--- src/rtl/i2c_target_responder.sv ---
// I2C target responder: synchronises SCL/SDA, decodes START/STOP, matches a
// 7-bit device address and serves a byte-wide register file that is also
// reachable from a direct host port.
module i2c_target_responder #(
  parameter logic [6:0]  DEVICE_ADDR = 7'h50,
  parameter int unsigned NUM_REGS    = 16,
  parameter int unsigned SYNC_STAGES = 2
) (
  input  logic                        axi_clk,
  input  logic                        axi_reset,
  input  logic                        scl_in,
  input  logic                        sda_in,
  output logic                        sda_drive_low,
  input  logic [$clog2(NUM_REGS)-1:0] host_addr,
  input  logic [7:0]                  host_wdata,
  input  logic                        host_we,
  output logic [7:0]                  host_rdata,
  output logic                        busy,
  output logic                        wr_byte_pulse,
  output logic                        nack_seen
);

  localparam int unsigned AW = $clog2(NUM_REGS);

  typedef enum logic [2:0] {
    IDLE, ADDR, ADDR_ACK, PTR, WR_DATA, RD_DATA, RD_ACK, IGNORE
  } state_t;

  logic [SYNC_STAGES-1:0] scl_sync;
  logic [SYNC_STAGES-1:0] sda_sync;
  logic                   scl_d;
  logic                   sda_d;
  logic                   scl_s;
  logic                   sda_s;
  logic                   scl_rise;
  logic                   scl_fall;
  logic                   start_det;
  logic                   stop_det;

  state_t                 state;
  logic [3:0]             bit_cnt;
  logic [7:0]             shreg;
  logic                   rw;
  logic                   rd_acked;
  logic [AW-1:0]          ptr;
  logic [7:0]             regfile [NUM_REGS];
  logic [7:0]             rx_byte;
  logic                   i2c_we;

  assign scl_s     = scl_sync[SYNC_STAGES-1];
  assign sda_s     = sda_sync[SYNC_STAGES-1];
  assign scl_rise  = scl_s & ~scl_d;
  assign scl_fall  = ~scl_s & scl_d;
  assign start_det = scl_s & scl_d & sda_d & ~sda_s;
  assign stop_det  = scl_s & scl_d & ~sda_d & sda_s;
  assign rx_byte   = {shreg[6:0], sda_s};

  // Last data bit of a write byte lands in the file in the same cycle it is sampled
  assign i2c_we = (state == WR_DATA) && scl_rise && (bit_cnt == 4'd7)
                  && !start_det && !stop_det;

  assign host_rdata = regfile[host_addr];

  // Pad synchronisers plus one delay flop each; idle bus level is high
  always_ff @(posedge axi_clk or posedge axi_reset) begin
    if (axi_reset) begin
      scl_sync <= '1;
      sda_sync <= '1;
      scl_d    <= 1'b1;
      sda_d    <= 1'b1;
    end else begin
      scl_sync <= {scl_sync[SYNC_STAGES-2:0], scl_in};
      sda_sync <= {sda_sync[SYNC_STAGES-2:0], sda_in};
      scl_d    <= scl_s;
      sda_d    <= sda_s;
    end
  end

  // Register file: host write first, a coincident I2C write to the same index wins
  always_ff @(posedge axi_clk or posedge axi_reset) begin
    if (axi_reset) begin
      for (int unsigned i = 0; i < NUM_REGS; i++) begin
        regfile[i] <= 8'h00;
      end
    end else begin
      if (host_we) begin
        regfile[host_addr] <= host_wdata;
      end
      if (i2c_we) begin
        regfile[ptr] <= rx_byte;
      end
    end
  end

  // Protocol FSM: samples on SCL rise, moves SDA only on SCL fall
  always_ff @(posedge axi_clk or posedge axi_reset) begin
    if (axi_reset) begin
      state         <= IDLE;
      bit_cnt       <= 4'd0;
      shreg         <= 8'h00;
      rw            <= 1'b0;
      rd_acked      <= 1'b0;
      ptr           <= '0;
      busy          <= 1'b0;
      sda_drive_low <= 1'b0;
      wr_byte_pulse <= 1'b0;
      nack_seen     <= 1'b0;
    end else begin
      wr_byte_pulse <= 1'b0;
      nack_seen     <= 1'b0;
      if (start_det) begin
        state         <= ADDR;
        bit_cnt       <= 4'd0;
        busy          <= 1'b0;
        sda_drive_low <= 1'b0;
      end else if (stop_det) begin
        state         <= IDLE;
        bit_cnt       <= 4'd0;
        busy          <= 1'b0;
        sda_drive_low <= 1'b0;
      end else begin
        case (state)
          IDLE: begin
          end
          ADDR: begin
            if (scl_rise && bit_cnt < 4'd8) begin
              shreg   <= rx_byte;
              bit_cnt <= bit_cnt + 4'd1;
            end else if (scl_fall && bit_cnt == 4'd8) begin
              if (shreg[7:1] == DEVICE_ADDR) begin
                sda_drive_low <= 1'b1;
                busy          <= 1'b1;
                rw            <= shreg[0];
                state         <= ADDR_ACK;
              end else begin
                state <= IGNORE;
              end
            end
          end
          ADDR_ACK: begin
            if (scl_fall) begin
              if (rw) begin
                shreg         <= regfile[ptr];
                sda_drive_low <= ~regfile[ptr][7];
                bit_cnt       <= 4'd1;
                state         <= RD_DATA;
              end else begin
                sda_drive_low <= 1'b0;
                bit_cnt       <= 4'd0;
                state         <= PTR;
              end
            end
          end
          PTR: begin
            if (scl_rise && bit_cnt < 4'd8) begin
              shreg   <= rx_byte;
              bit_cnt <= bit_cnt + 4'd1;
              if (bit_cnt == 4'd7) begin
                ptr <= rx_byte[AW-1:0];
              end
            end else if (scl_fall && bit_cnt == 4'd8) begin
              sda_drive_low <= 1'b1;
              bit_cnt       <= 4'd9;
            end else if (scl_fall && bit_cnt == 4'd9) begin
              sda_drive_low <= 1'b0;
              bit_cnt       <= 4'd0;
              state         <= WR_DATA;
            end
          end
          WR_DATA: begin
            if (scl_rise && bit_cnt < 4'd8) begin
              shreg   <= rx_byte;
              bit_cnt <= bit_cnt + 4'd1;
              if (bit_cnt == 4'd7) begin
                wr_byte_pulse <= 1'b1;
                ptr           <= ptr + AW'(1);
              end
            end else if (scl_fall && bit_cnt == 4'd8) begin
              sda_drive_low <= 1'b1;
              bit_cnt       <= 4'd9;
            end else if (scl_fall && bit_cnt == 4'd9) begin
              sda_drive_low <= 1'b0;
              bit_cnt       <= 4'd0;
            end
          end
          RD_DATA: begin
            if (scl_fall) begin
              if (bit_cnt < 4'd8) begin
                sda_drive_low <= ~shreg[3'(4'd7 - bit_cnt)];
                bit_cnt       <= bit_cnt + 4'd1;
              end else begin
                sda_drive_low <= 1'b0;
                rd_acked      <= 1'b0;
                state         <= RD_ACK;
              end
            end
          end
          RD_ACK: begin
            if (scl_rise) begin
              if (!sda_s) begin
                ptr      <= ptr + AW'(1);
                rd_acked <= 1'b1;
              end else begin
                nack_seen <= 1'b1;
                busy      <= 1'b0;
                state     <= IGNORE;
              end
            end else if (scl_fall && rd_acked) begin
              shreg         <= regfile[ptr];
              sda_drive_low <= ~regfile[ptr][7];
              bit_cnt       <= 4'd1;
              state         <= RD_DATA;
            end
          end
          IGNORE: begin
          end
          default: state <= IDLE;
        endcase
      end
    end
  end

endmodule

--- config.mk ---
export PLATFORM = sky130hd
export DESIGN_NAME = i2c_target_responder
export DESIGN_NICKNAME = d
export VERILOG_FILES = /design/src/rtl/i2c_target_responder.sv
export SDC_FILE = /design/constraint.sdc
export NUM_CORES = 1
export LEC_CHECK = 0
export CORE_MARGIN = 1.5
export CORE_UTILIZATION = 50
export DETAILED_ROUTE_END_ITERATION = 10
export HOLD_SLACK_MARGIN = 0.05
export PLACE_DENSITY = 0.76
export SLEW_MARGIN = 20
export SYNTH_ARGS = -nofsm -noshare
export SYNTH_HDL_FRONTEND = slang
export SYNTH_SLANG_ARGS = --single-unit
export TNS_END_PERCENT = 100
--- constraint.sdc ---
create_clock -name axi_clk -period 13 [get_ports axi_clk]
set_input_delay 3.9 -clock axi_clk [delete_from_list [all_inputs] [get_ports axi_clk]]
set_output_delay 3.9 -clock axi_clk [all_outputs]
set_load 0.1 [all_outputs]
==> results of run 1 <==
==> sequential cells by signal (all words and copies together), names as in the netlist, 2 cells and up <==
name and count:
bit_cnt 4, ptr 4, regfile 128, scl_sync 2, sda_sync 2, shreg 8
state 3
==> cells by family after synthesis <==
kind of cell	after synthesis	share of synthesized area (%)
AND/OR/NAND/NOR	254	12.8
buffers and inverters	99	5.10
AO/OA/AOI/OAI	204	10.9
flip-flops	159	38.7
XOR/XNOR	2	0.170
adder cells (fa/ha/maj)	6	0.728
multiplexers	224	31.6
==> cell type report <==
cell class	instances	area, um^2
Fill cell	1634	9090
Multi-Input combinational cell	690	5810
Sequential cell	159	3990
Clock buffer	17	425
Timing Repair Buffer	40	364
Tap cell	270	338
Clock inverter	15	153
Inverter	17	68.8
==> stage by stage <==
stage / hold slack [ps] / power, mW
after global placement: 346 / 1.66
after floorplan: 345 / 1.47
after global routing: 358 / 2.30
final: 356 / 2.19
after CTS: 357 / 2.17
after detailed placement: 347 / 1.68
==> critical path, delay by kind of cell <==
family	cells	cell delay, ps
mux	2	1120
buf+inv	3	1620
==> synth_stat cells (all sizes together), types with 2 or more instances <==
cell    count
nor4        5
and2        3
nor3       15
clkbuf     19
o21a        3
nand2b     10
o21ai     150
nand2     164
mux2i     139
o21bai      2
dfstp       6
buf        63
o22ai       2
nor2       25
nor3b       3
and3        3
nor2b       6
mux4       81
a21oi      17
o211ai      3
ha          6
inv        17
nand3b      3
a31oi       9
mux2        4
o221ai      2
o31ai       3
dfrtp     153
or3         3
nand3       6
==> worst paths after layout <==
path	cells past startpoint	end	slack (ps)
worst max-delay path	5	host_rdata[1]	2430
worst min-delay path	0	sda_sync[1]	360
worst max register to register	5	regfile[1]	9860
worst min register to register	0	sda_sync[1]	360
max in group asynchronous	3	regfile[64]	7810
min in group asynchronous	2	regfile[45]	3980
==> routing by layer <==
layer,up-vias,GRT usage [%],wire [um]
met5,-,0,0
met4,0,13.3,1190
met3,88,5.34,2690
met2,474,44.0,13800
met1,3988,39.2,11700
li1,3440,-,-
==> power groups by stage <==
stage | combinational, mW | sequential, mW | clock (mW)
2_1_floorplan | 0.761 | 0.708 | 0
3_3_place_gp | 0.823 | 0.833 | 0
3_5_place_dp | 0.846 | 0.831 | 0
4_1_cts | 0.849 | 0.825 | 0.500
5_1_grt | 0.925 | 0.851 | 0.520
6_report | 0.857 | 0.837 | 0.499
==> impl_metrics.tcl, run 1 <==
set metrics [dict create \
    dpl.cell_count 1175 \
    startpoint "host_addr[0]" \
    track_usage_pct 28.5 \
    hold_violations 0 \
    cpPeakStageDelay_ps 1000 \
    tightest_slew_ps 1180 \
    cap_violations 0 \
    final_common_cell "nand2_1" \
    drtIter0Drc 948 \
    end_kind "primary output" \
    io_pins 29 \
    fin_util_pct 55.1 \
    p_per_area_nw_per_um2 197 \
    leakagePower_nw 4.20 \
    stdcell_area_um2 11100 \
    crit_chain "buf_2 -> buf_4 -> mux4_2 -> mux4_2 -> clkdlybuf4s50_1" \
    place_congestion 0.911 \
    cp_slowest_cell "clkdlybuf4s50_1" \
    synthFlopType "dfrtp_1" \
    post-cts-setup-buffer-count 0 \
    wl_per_cell_um 24.4 \
    final-max-slew-violation-count 0 \
    rsz0062_at_grt "no" \
    syn_inst 948 \
    ys_async_sr_fraction_pct 100 \
    path_clk_slew_ps 70 \
    fin_cells 1208 \
    ctsResizeCount 0 \
    place_area_um2 10500 \
    final_cell_mix "164 x nand2_1, 152 x dfrtp_1, 139 x mux2i_1" \
    synth_top_area_share_pct 37.1 \
    seqPwrFrac_pct 38.2 \
    coreArea_um2 20200 \
    via_count 7990 \
    vias_per_cell 6.61 \
    setup_viol 0 \
    drt-total-wl_um 29400 \
    status "finished clean" \
    p_clk_share_pct 22.8 \
    first_pass_iters 6 \
    postCtsHoldBufs 0 \
    netlist_area_um2 10300 \
    synth_largest_area_cell "dfrtp_1" \
    grt_pass1_vias 7895 \
    slew_headroom_pct 21.3 \
    syn_to_final_growth_pct 8.12 \
    synth_area_leaders "dfrtp_1 37%, mux4_2 18%, mux2i_1 13%, o21ai_0 6.3%, nand2_1 6.0%" \
    cp_common_cell "mux4_2" \
    drc_errors 0 \
    yosys_warnings 0 \
    pre_cts_ws_ps 2400 \
    grt_max_degree 82 \
    chipHeight_um 147 \
    cts_buffer_depth 2 \
    ir_worst_vdd_v 0.000115 \
    switching_share_pct 41.5 \
    min-delay-start "sda_sync[0]" \
    ys_ff_latch 159 \
    finalSetupTns_ps 0 \
    overflow 0 \
    num_antenna_cells 0 \
    antenna_left 0 \
    syn_area_per_cell_um2 10.9 \
    h-tree-depth 4 \
    post-route-period-util_pct 81.3 \
    p_sw_mw 0.910 \
    reg2reg_from "state[0]" \
    critPathRequiredTime_ps 9100 \
    comb_power_share_pct 39.1 \
    root_buffer "clkbuf_16" \
    cts_buffers 17 \
    yosys.cell_types.count 66 \
    min_period_ps 10570 \
    design.die.area_um2 21500 \
    path_max_fanout 36 \
    clock_skew_ps 7.88 \
    row_count 52 \
    portBuffers 28 \
    synth-edff-count 0 \
    crit_arrival_ps 6670 \
    cp-start-kind "primary input" \
    initial_utilization_pct 50.9 \
    p_int_mw 1.28 \
    numClockSinks 159 \
    drive_above_1_share_pct 17.4 \
    fp.dieW_um 147 \
    fin_ws_ps 2430 \
    nets 948 \
    synth_nets 971 \
    insertion_delay_ps 440 \
    cts_tree "yes" \
    clock.fmax_mhz 94.6 \
    hp-class "reg -> reg" \
    path_class "in -> out" \
    antenna_found_initial 0 \
    grt_pass1_wl_um 46300 \
    ys_seq_area_share_pct 38.7 \
    dp_hpwl_um 19100 \
]
Note: power is estimated with default switching activity, not from simulation.
==> run 2, diff against run 1 <==
Settings changed: PLACE_DENSITY 0.76 to 0.78.
Clock period 13 ns to 8.55 ns, I/O delays scaled along.
==> impl_metrics.tcl, run 2 (synthesized netlist as in run 1, its figures left out) <==
set metrics [dict create \
    path_clk_slew_ps 70 \
    seqPwrFrac_pct 39.3 \
    clock_skew_ps 8.11 \
    place_congestion 0.934 \
    slew_headroom_pct 25.4 \
    root_buffer "clkbuf_16" \
    rsz0062_at_grt "no" \
    dp_hpwl_um 18900 \
    critPathRequiredTime_ps 5990 \
    holdPathEnd "scl_sync[1]" \
    largest_reg_flops 128 \
    drc_errors 0 \
    setup_viol 0 \
    track_usage_pct 26.4 \
    cts_buffer_depth 2 \
    end_kind "primary output" \
    first_pass_iters 5 \
    holdPathStages 0 \
    crit_chain "clkdlybuf4s50_1 -> mux4_2 -> buf_4" \
    leakagePower_nw 4.17 \
    switching_share_pct 41.2 \
    io_pins 29 \
    finalPower_mw 3.36 \
    rr_worst_depth 5 \
    grt_pass1_wl_um 44200 \
    crit_arrival_ps 4470 \
    final-max-slew-violation-count 0 \
    p_clk_share_pct 23.9 \
    numClockSinks 159 \
    fp.dieW_um 147 \
    grt_max_degree 63 \
    antenna_left 0 \
    finalSetupTns_ps 0 \
    nets 940 \
    p_per_area_nw_per_um2 303 \
    design.die.area_um2 21500 \
    reg2reg_from "state[0]" \
    ir_worst_vdd_v 0.000181 \
    path_class "in -> out" \
    clock.fmax_mhz 142 \
    ctsResizeCount 0 \
    regMostFlops "regfile" \
    syn_to_final_growth_pct 7.51 \
    hp-class "reg -> reg" \
    fillCellCount 1652 \
    reg_top3 "regfile: 128 flops, shreg: 8 flops" \
    postCtsHoldBufs 0 \
    cp_slowest_cell "clkdlybuf4s50_1" \
    min_period_ps 7030 \
    wl_per_cell_um 22.4 \
    post-cts-setup-buffer-count 0 \
    post-route-period-util_pct 82.3 \
    portBuffers 28 \
    worst_r2r_endpoint "regfile[21]" \
    min-delay-start "scl_sync[0]" \
    cap_violations 0 \
    h-tree-depth 4 \
    initial_utilization_pct 50.9 \
    hold_violations 0 \
    cpPeakStageDelay_ps 990 \
    row_count 52 \
    tightest_slew_ps 1110 \
    path_max_fanout 12 \
    p_int_mw 1.98 \
    overflow 0 \
    drtIter0Drc 977 \
    status "finished clean" \
    drt-total-wl_um 26900 \
    final_cell_mix "164 x nand2_1, 152 x dfrtp_1, 139 x mux2i_1" \
    via_count 7749 \
    comb_power_share_pct 36.9 \
    chipHeight_um 147 \
    insertion_delay_ps 440 \
    rrSetupSlack_ps 5630 \
    drive_above_1_share_pct 17.5 \
    vias_per_cell 6.46 \
    cp-start-kind "primary input" \
    num_antenna_cells 0 \
    cts_tree "yes" \
    grt_pass1_vias 7664 \
    antenna_found_initial 0 \
    coreArea_um2 20200 \
    cts_buffers 17 \
    p_sw_mw 1.38 \
    final_common_cell "nand2_1" \
]
## run 2: critical path: cells and delay by family
| family | cells | cell delay (ps) |
|---|---|---|
| multiplexers | 1 | 640 |
| buffers and inverters | 2 | 1250 |
## run 2: worst max-delay path by stage
stage	from	end
after global routing	host_addr[0]	host_rdata[6]
final	host_addr[3]	host_rdata[7]
after detailed placement	host_addr[0]	host_rdata[6]
after floorplan	host_addr[0]	host_rdata[0]
after CTS	host_addr[0]	host_rdata[6]
after global placement	host_addr[0]	host_rdata[6]
## run 2: cell type report
cell class | instances | area, um^2 | area share [%]
multi-input cells | 690 | 5800 | 52.3
flip-flops and latches | 159 | 3990 | 36.0
repair buffers | 32 | 283 | 2.55
clock buffers | 18 | 439 | 3.96
inverters | 17 | 68.8 | 0.621
clock inverters | 14 | 170 | 1.54
well taps | 270 | 338 | 3.05
## run 2: routing by layer
layer | vias up | wire length (um) | global-route usage (%)
met5 | - | 0 | 0
met4 | 0 | 557 | 8.54
met3 | 42 | 2660 | 5.53
met2 | 466 | 12700 | 41.0
met1 | 3811 | 11000 | 37.2
li1 | 3430 | - | -
## run 2: through the flow
stage	instances	setup WS, ps	util [%]	cell area, um^2	hold slack [ps]
after floorplan	948	1670	-	10300	345
after global placement	1168	1180	51.7	10500	349
after detailed placement	1168	1130	51.7	10500	347
after CTS	1200	1140	54.8	11100	357
after global routing	1200	1430	54.8	11100	358
final	1200	1520	54.8	11100	356
## run 2: power groups by stage
stage,sequential (mW),clock (mW),combinational [mW]
final,1.32,0.802,1.24
after global routing,1.34,0.839,1.34
after CTS,1.30,0.809,1.23
after detailed placement,1.31,0,1.23
after global placement,1.31,0,1.19
after floorplan,1.08,0,1.16
==> run 3, diff against run 2 <==
Clock period 8.55 ns to 6.2 ns, I/O delays scaled along.
==> impl_metrics.tcl, run 3 (synthesized netlist as in run 1, its figures left out) <==
set metrics [dict create \
    portBuffers 28 \
    drtIter0Drc 981 \
    drive_above_1_share_pct 17.5 \
    seqPwrFrac_pct 38.3 \
    h-tree-depth 4 \
    row_count 52 \
    dpl.cell_count 1169 \
    leakagePower_nw 4.23 \
    worst_r2r_endpoint "regfile[20]" \
    switching_share_pct 40.2 \
    rrSetupSlack_ps 3180 \
    fillCellCount 1621 \
    hp-class "reg -> reg" \
    nets 941 \
    vias_per_cell 6.57 \
    cts_buffers 17 \
    design.die.area_um2 21500 \
    crit_end "host_rdata[6]" \
    antenna_left 0 \
    ctsResizeCount 0 \
    regMostFlops "regfile" \
    place_congestion 0.885 \
    hold_violations 0 \
    grt_max_degree 83 \
    critPathRequiredTime_ps 4340 \
    startpoint "host_addr[3]" \
    tightest_slew_ps 1160 \
    ir_worst_vdd_v 0.000237 \
    cp-start-kind "primary input" \
    syn_to_final_growth_pct 9.12 \
    cap_violations 0 \
    path_max_fanout 12 \
    clock_skew_ps 12.3 \
    rr_worst_depth 5 \
    reg2reg_from "state[0]" \
    dp_hpwl_um 19200 \
    wl_per_cell_um 22.9 \
    insertion_delay_ps 440 \
    finalSetupTns_ps 0 \
    coreArea_um2 20200 \
    drt-total-wl_um 27600 \
    final_cell_mix "164 x nand2_1, 152 x dfrtp_1, 139 x mux2i_1" \
    postCtsHoldBufs 0 \
    grt_pass1_wl_um 45200 \
    clock.fmax_mhz 179 \
    cts_tree "yes" \
    reg_top3 "regfile: 128 flops, shreg: 8 flops" \
    chipHeight_um 147 \
    crit_chain "clkdlybuf4s50_1 -> mux4_2 -> buf_12" \
    fin_cells 1201 \
    status "finished clean" \
    grt_pass1_vias 7726 \
    p_sw_mw 1.92 \
    p_clk_share_pct 24.5 \
    largest_reg_flops 128 \
    crit_arrival_ps 3730 \
    post-cts-setup-buffer-count 0 \
    fp.dieW_um 147 \
    final-max-slew-violation-count 0 \
    antenna_found_initial 1 \
    root_buffer "clkbuf_16" \
    initial_utilization_pct 50.9 \
    track_usage_pct 27.0 \
    post-route-period-util_pct 90.1 \
    cp_slowest_cell "clkdlybuf4s50_1" \
    p_int_mw 2.85 \
    comb_power_share_pct 37.2 \
    end_kind "primary output" \
    io_pins 29 \
    overflow 0 \
    path_clk_slew_ps 70 \
    final_common_cell "nand2_1" \
    path_class "in -> out" \
    drc_errors 0 \
    rsz0062_at_grt "no" \
    slew_headroom_pct 22.2 \
    cts_buffer_depth 2 \
    via_count 7889 \
    first_pass_iters 5 \
    cpPeakStageDelay_ps 980 \
    p_per_area_nw_per_um2 423 \
    finalPower_mw 4.76 \
    setup_viol 0 \
    numClockSinks 159 \
    fin_util_pct 55.6 \
    min_period_ps 5590 \
]
run 3: cell types whose count changed in the layout (fill, tap and decap cells not counted):
cell       previous run  this run
buf_2                 1         2
inv_8                 4         2
bufinv_16             2         4
inv_6                 6         5
diode_2               0         1
clkinv_2              1         0
buf_12                0        10
buf_4                13         3
clkinv_4              1         2
run 3: power groups by stage:
stage | combinational [mW] | clock (mW) | sequential [mW]
after floorplan | 1.60 | 0 | 1.48
after global placement | 1.69 | 0 | 1.79
after detailed placement | 1.75 | 0 | 1.81
after CTS | 1.76 | 1.17 | 1.80
after global routing | 1.91 | 1.22 | 1.86
final | 1.77 | 1.17 | 1.83
run 3: worst max-delay path, delay by kind of cell:
| kind | cells | cell delay (ps) |
|---|---|---|
| buffers and inverters | 2 | 1180 |
| multiplexers | 1 | 670 |
run 3: stage by stage:
stage	setup slack [ps]	hold WS (ps)	instance area, um^2
after detailed placement	611	347	10600
after CTS	607	357	11200
after global routing	533	361	11200
after global placement	618	347	10600
final	615	356	11200
after floorplan	58.4	345	10300
run 3: metal layers:
metal	vias to the layer above	global-route usage (%)	wire length [um]
met5	-	0	0
met4	0	10.8	840
met3	74	5.84	2660
met2	499	41.3	13100
met1	3888	37.7	10900
li1	3428	-	-
run 3: area by class of cell:
type                       instances  area [um^2]  share of cell area (%)
tap                              270          338                    3.00
clock inverter                    13          203                    1.80
multi-input combinational        690         5800                    51.5
clock buffer                      18          439                    3.90
sequential                       159         3990                    35.5
timing repair buffer              33          413                    3.67
inverter                          17         68.8                   0.612
antenna                            1         2.50                  0.0222
run 3: worst min path at each step:
stage / from / endpoint / slack (ps) / cells past startpoint
after floorplan: scl_sync[0] / scl_sync[1] / 350 / 0
after global placement: sda_sync[0] / sda_sync[1] / 350 / 0
after detailed placement: scl_sync[0] / scl_sync[1] / 350 / 0
after CTS: scl_sync[0] / scl_sync[1] / 360 / 0
after global routing: scl_sync[0] / scl_sync[1] / 360 / 0
final: scl_sync[0] / scl_sync[1] / 360 / 0
